===== config.mk =====
export PLATFORM = sky130hd
export DESIGN_NAME = mic1_mem_arbiter
export DESIGN_NICKNAME = d
export VERILOG_FILES = /design/src/rtl/mic1_mem_arbiter.sv
export SDC_FILE = /design/constraint.sdc
export NUM_CORES = 1
export LEC_CHECK = 0
export ABC_AREA = 1
export ABC_CLOCK_PERIOD_IN_PS = 2900
export CAP_MARGIN = 20
export CORE_ASPECT_RATIO = 1.75
export CORE_MARGIN = 10
export CORE_UTILIZATION = 34
export CTS_BUF_LIST = sky130_fd_sc_hd__clkbuf_8
export DETAILED_ROUTE_END_ITERATION = 7
export MAX_ROUTING_LAYER = met4
export PLACE_DENSITY = 0.95
export RECOVER_POWER = 50
export SKIP_LAST_GASP = 1
export SLEW_MARGIN = 20
export SYNTH_ARGS = -nofsm -noshare
export SYNTH_HDL_FRONTEND = slang
export SYNTH_SLANG_ARGS = --single-unit

===== constraint.sdc =====
create_clock -name clk -period 2.9 [get_ports clk]
set_input_delay 0.725 -clock clk [delete_from_list [all_inputs] [get_ports clk]]
set_output_delay 0.725 -clock clk [all_outputs]
set_load 0.005 [all_outputs]

===== src/rtl/mic1_mem_arbiter.sv =====
// mic1_mem_arbiter: serialises the mic1 core's write, data read and
// instruction fetch onto a single synchronous 32-bit RAM port. The core is
// held stalled through cpu_run until every requested access has completed.
//
// state | meaning
// ------+-----------------------------------------------------------
// IDLE  | no access in flight; core runs freely unless a request is up
// WR    | RAM write of MDR to MAR
// DRD   | RAM read issued at MAR
// DCAP  | RAM data word captured into the data result register
// FRD   | RAM read issued at PC word address
// FCAP  | selected instruction byte captured into the fetch register
// REL   | release: core advances on the edge where cpu_run is high
module mic1_mem_arbiter #(
  parameter int ADDR_W     = 10,
  parameter bit BIG_ENDIAN = 1'b1
) (
  input  logic              clk,
  input  logic              resetn,
  input  logic              run_en,
  output logic              cpu_run,
  input  logic [31:0]       cpu_mem_addr,
  input  logic [31:0]       cpu_mem_wdata,
  output logic [31:0]       cpu_mem_rdata,
  input  logic [31:0]       cpu_mem_addr_instr,
  output logic [7:0]        cpu_mem_rd_instr,
  input  logic              cpu_mem_read,
  input  logic              cpu_mem_write,
  input  logic              cpu_mem_fetch,
  output logic              ram_en,
  output logic              ram_we,
  output logic [ADDR_W-1:0] ram_addr,
  output logic [31:0]       ram_wdata,
  input  logic [31:0]       ram_rdata,
  output logic              arb_busy
);

  typedef enum logic [2:0] {
    S_IDLE, S_WR, S_DRD, S_DCAP, S_FRD, S_FCAP, S_REL
  } state_t;

  state_t      r_state;
  state_t      w_next;
  logic        r_wr, r_rd, r_fe;
  logic [31:0] r_rdata;
  logic [7:0]  r_instr;
  logic        w_latch;
  logic        w_clear;
  logic        w_any_req;
  logic [1:0]  w_lane;
  logic [7:0]  w_byte;

  // Upper address bits wrap silently; keep them visibly consumed.
  logic w_unused_bits;
  assign w_unused_bits = ^{cpu_mem_addr[31:ADDR_W], cpu_mem_addr_instr[31:ADDR_W+2]};

  assign w_any_req     = cpu_mem_read | cpu_mem_write | cpu_mem_fetch;
  assign arb_busy      = (r_state != S_IDLE);
  assign cpu_mem_rdata = r_rdata;
  assign cpu_mem_rd_instr = r_instr;

  // Big-endian maps PC lane 0 to the most significant byte, so invert the lane.
  assign w_lane = BIG_ENDIAN ? ~cpu_mem_addr_instr[1:0] : cpu_mem_addr_instr[1:0];

  // Byte lane mux for the fetch capture.
  always_comb begin
    w_byte = ram_rdata[7:0];
    case (w_lane)
      2'd0: w_byte = ram_rdata[7:0];
      2'd1: w_byte = ram_rdata[15:8];
      2'd2: w_byte = ram_rdata[23:16];
      2'd3: w_byte = ram_rdata[31:24];
      default: w_byte = ram_rdata[7:0];
    endcase
  end

  // Next-state and RAM/core handshake outputs.
  always_comb begin
    w_next    = r_state;
    cpu_run   = 1'b0;
    ram_en    = 1'b0;
    ram_we    = 1'b0;
    ram_addr  = '0;
    ram_wdata = '0;
    w_latch   = 1'b0;
    w_clear   = 1'b0;
    case (r_state)
      S_IDLE: begin
        if (!w_any_req) begin
          cpu_run = run_en;
        end else if (run_en) begin
          w_latch = 1'b1;
          if (cpu_mem_write)     w_next = S_WR;
          else if (cpu_mem_read) w_next = S_DRD;
          else                   w_next = S_FRD;
        end
      end
      S_WR: begin
        ram_en    = 1'b1;
        ram_we    = 1'b1;
        ram_addr  = cpu_mem_addr[ADDR_W-1:0];
        ram_wdata = cpu_mem_wdata;
        if (r_rd)      w_next = S_DRD;
        else if (r_fe) w_next = S_FRD;
        else           w_next = S_REL;
      end
      S_DRD: begin
        ram_en   = 1'b1;
        ram_addr = cpu_mem_addr[ADDR_W-1:0];
        w_next   = S_DCAP;
      end
      S_DCAP: begin
        w_next = r_fe ? S_FRD : S_REL;
      end
      S_FRD: begin
        ram_en   = 1'b1;
        ram_addr = cpu_mem_addr_instr[ADDR_W+1:2];
        w_next   = S_FCAP;
      end
      S_FCAP: begin
        w_next = S_REL;
      end
      S_REL: begin
        cpu_run = run_en;
        if (run_en) begin
          w_next  = S_IDLE;
          w_clear = 1'b1;
        end
      end
      default: w_next = S_IDLE;
    endcase
    // Reset is synchronous, so the state may still be mid-access until the
    // edge; force the RAM and core quiet for the whole reset window.
    if (!resetn) begin
      cpu_run = 1'b0;
      ram_en  = 1'b0;
      ram_we  = 1'b0;
    end
  end

  // State, request latches and result registers.
  always_ff @(posedge clk) begin
    if (!resetn) begin
      r_state <= S_IDLE;
      r_wr    <= 1'b0;
      r_rd    <= 1'b0;
      r_fe    <= 1'b0;
      r_rdata <= '0;
      r_instr <= '0;
    end else begin
      r_state <= w_next;
      if (w_latch) begin
        r_wr <= cpu_mem_write;
        r_rd <= cpu_mem_read;
        r_fe <= cpu_mem_fetch;
      end else if (w_clear) begin
        r_wr <= 1'b0;
        r_rd <= 1'b0;
        r_fe <= 1'b0;
      end
      if (r_state == S_DCAP) r_rdata <= ram_rdata;
      if (r_state == S_FCAP) r_instr <= w_byte;
    end
  end

endmodule


==> impl_metrics.json <==
{
  "critical_path.top_delay_family": "buffers and inverters",
  "avgRoutedWirePerCell_um": 18.45,
  "fin_crit_sh_pct": 96.84,
  "fmax_mhz": 356.1,
  "fillers": 565,
  "path_max_fanout": 8,
  "synth_area_um2": 2315,
  "finalHoldViolations": 0,
  "grt_pass1_wl_um": 16680,
  "gp_congestion": 0.9504,
  "grt_pass1_vias": 3164,
  "placed_cell_area_um2": 4172,
  "ctsRootBufferMaster": "clkbuf_8",
  "worstPathArrival_ns": 2.08,
  "htreeDepth": 2,
  "path_buf_inv": 3,
  "diodes": 0,
  "fin_tns_setup_ns": 0,
  "synth_nets": 492,
  "syn-mean-instance-area_um2": 6.466,
  "async_flop_share_pct": 0,
  "p_int_w": 0.001401,
  "power_frac_comb_pct": 48.6,
  "drt_iter0_drc": 159,
  "fin_crit_ns": 2.808,
  "cp-start-kind": "input pin",
  "drv_slew": 0,
  "ys_seq_area_share_pct": 38.92,
  "wl_um": 11330,
  "cts_setup_buffers": 0,
  "netlist.top_cell.by_area": "dfxtp_1",
  "critPathMostFrequentCell": "clkdlybuf4s50_1",
  "clkPwrFrac_pct": 17.0,
  "die_area_um2": 10640,
  "antenna_left": 0,
  "yosysWarnings": 0,
  "grt_setup_unrepaired": "false",
  "design_area_um2": 4245,
  "multi_input_area_um2": 1111,
  "ff_latch_area_um2": 902.1,
  "start_util_pct": 35.14,
  "syn_to_final_growth_pct": 83.41,
  "detailedPlace.worstSlack_ns": 0.03745,
  "path_depth": 4,
  "cts_buffers": 5,
  "slowest_delay_ns": 0.54,
  "crit_type": "in2out",
  "synthTopCellsByCount": "89 x nor2_1, 55 x inv_1, 45 x dfxtp_1",
  "yosysMostFrequentCell": "nor2_1",
  "hp-class": "reg2reg",
  "synth.area.top_cells": "dfxtp_1 39%, nor2_1 14%, inv_1 8.9%, o21ai_0 8.9%, nand2_1 6.0%",
  "fin_ws_ns": 0.09160,
  "overflow": 0,
  "ir_drop_mv": 0.4349,
  "synth.top_cell.area_share_pct": 38.92,
  "p_per_area_nw_per_um2": 501.4,
  "port-buffer-count": 177,
  "critPathSlowestCell": "clkdlybuf4s50_1",
  "dp_hpwl_um": 9521,
  "clock_path_buffers": 2,
  "cap_violations": 0,
  "die_y_um": 129.2,
  "syn_inst": 358,
  "grt_max_degree": 41,
  "antenna_found_initial": 0,
  "p_leak_nw": 1.992,
  "insertion_delay_ns": 0.30,
  "fin_cells": 614,
  "synth_flop_cell": "dfxtp_1",
  "coreArea_um2": 6588,
  "first_pass_iters": 5,
  "synth_edf_count": 0,
  "path_clk_slew_ns": 0.08,
  "fp.dieW_um": 82.37,
  "synth_cell_types": 20,
  "numClockSinks": 45,
  "vias_per_cell": 5.024,
  "worstHoldPathCells": 2,
  "critPathRequiredTime_ns": 2.17,
  "finClkSkew_ns": 0.003494,
  "ios": 220,
  "fin_nets": 667,
  "gr-usage-all-layers_pct": 20.93,
  "crit_chain": "clkdlybuf4s50_1, inv_1, a31oi_1, clkdlybuf4s50_1",
  "drcViolationCount": 0,
  "p_switching_w": 0.0007276,
  "status": "complete, no violations",
  "cts_tree": "yes",
  "drive_gt1_share_pct": 4.887,
  "worst_pin_slew_ns": 1.409,
  "swShare_pct": 34.18,
  "dp_cells": 608,
  "endpoint_kind": "output pin",
  "vias": 3085,
  "seqPwrFrac_pct": 34.4,
  "whs_ns": 0.4934,
  "rows": 39,
  "r2r_cells": 5,
  "ys_ff_latch": 45,
  "setup_viol": 0,
  "relSlewSlack_pct": 6.043
}
-- worst paths after layout --
check | start | to | slack [ns]
worst max register to register | r_state[0]$_SDFFE_PN0P_ | cpu_mem_rdata[30]$_SDFFE_PN0P_ | 1.02
worst min register to register | r_rd$_SDFFE_PN0P_ | r_rd$_SDFFE_PN0P_ | 0.49
worst min-delay path | r_rd$_SDFFE_PN0P_ | r_rd$_SDFFE_PN0P_ | 0.49
worst max-delay path | resetn | ram_en | 0.09
-- power groups by stage --
stage	clock network [W]	logic (W)	registers, W
2_1_floorplan	0	0.000425	0.000729
5_1_grt	0.000396	0.00112	0.000740
6_report	0.000363	0.00103	0.000732
3_3_place_gp	0	0.00103	0.000739
4_1_cts	0.000373	0.00105	0.000730
3_5_place_dp	0	0.00105	0.000744
-- logic make-up (layout without fill, tap and decap cells) --
logic type | count (synthesis) | count (layout) | synth area share [%]
flops | 45 | 45 | 38.92
compound gates | 90 | 90 | 22.00
simple gates | 147 | 147 | 26.00
buf+inv | 76 | 250 | 13.08
-- layout by cell type (no fill, tap or decap) --
cell / synthesis / routed
a32o_1: 10 / 10
dlymetal6s2s_1: 0 / 1
nand3_1: 11 / 11
clkdlybuf4s50_1: 0 / 143
a21oi_1: 25 / 25
inv_2: 3 / 3
dfxtp_1: 45 / 44
nand3b_1: 1 / 1
clkbuf_8: 0 / 5
buf_4: 2 / 7
nand2_2: 4 / 4
clkbuf_1: 8 / 1
dfxtp_2: 0 / 1
nand2_1: 37 / 37
inv_1: 55 / 55
clkinv_2: 0 / 1
a31oi_1: 5 / 5
clkbuf_4: 0 / 1
nor2_2: 2 / 2
nand4_1: 1 / 1
nor2_1: 89 / 89
dlygate4sd3_1: 0 / 33
o21ai_0: 41 / 49
nor2_4: 2 / 2
o211ai_1: 1 / 1
-- per-stage QoR --
stage               total power [W]  util [%]
floorplan                  0.001154         -
global placement           0.001766     63.32
detailed placement         0.001792     63.32
CTS                        0.002157     64.44
global route               0.002258     64.44
finish                     0.002129     64.44
-- layout make-up --
class / count / share of cell area [%]
timing repair buffer: 186 / 43.29
multi-input combinational: 237 / 26.17
sequential: 45 / 21.25
inverter: 58 / 5.128
tap: 82 / 2.417
clock buffer: 5 / 1.621
clock inverter: 1 / 0.1179
-- sequential cells by signal, indices dropped and copies added, names as in the netlist --
| name | cells |
|---|---|
| cpu_mem_rdata | 32 |
| r_fe | 1 |
| r_rd | 1 |
| r_state | 3 |
| cpu_mem_rd_instr | 8 |
-- timing repair --
action / 4_1_cts / 5_1_grt
hold buffers: 0 / 0
endpoints found under the setup margin: 0 / 11
gates resized for setup: 0 / 2
-- layer usage --
layer | GRT usage (%) | vias up | wire [um]
li1 | - | 1482 | -
met4 | 7.042 | 0 | 206
met5 | - | - | 0
met2 | 35.45 | 187 | 5384
met1 | 20.35 | 1401 | 4062
met3 | 9.626 | 15 | 1674
-- tightest hold or removal path: stages (launching register included) --
cell and delay, ns:
dfxtp_1 0.32, nand3_1 0.08, a21oi_1 0.06
(Power assumes the default switching activity.)
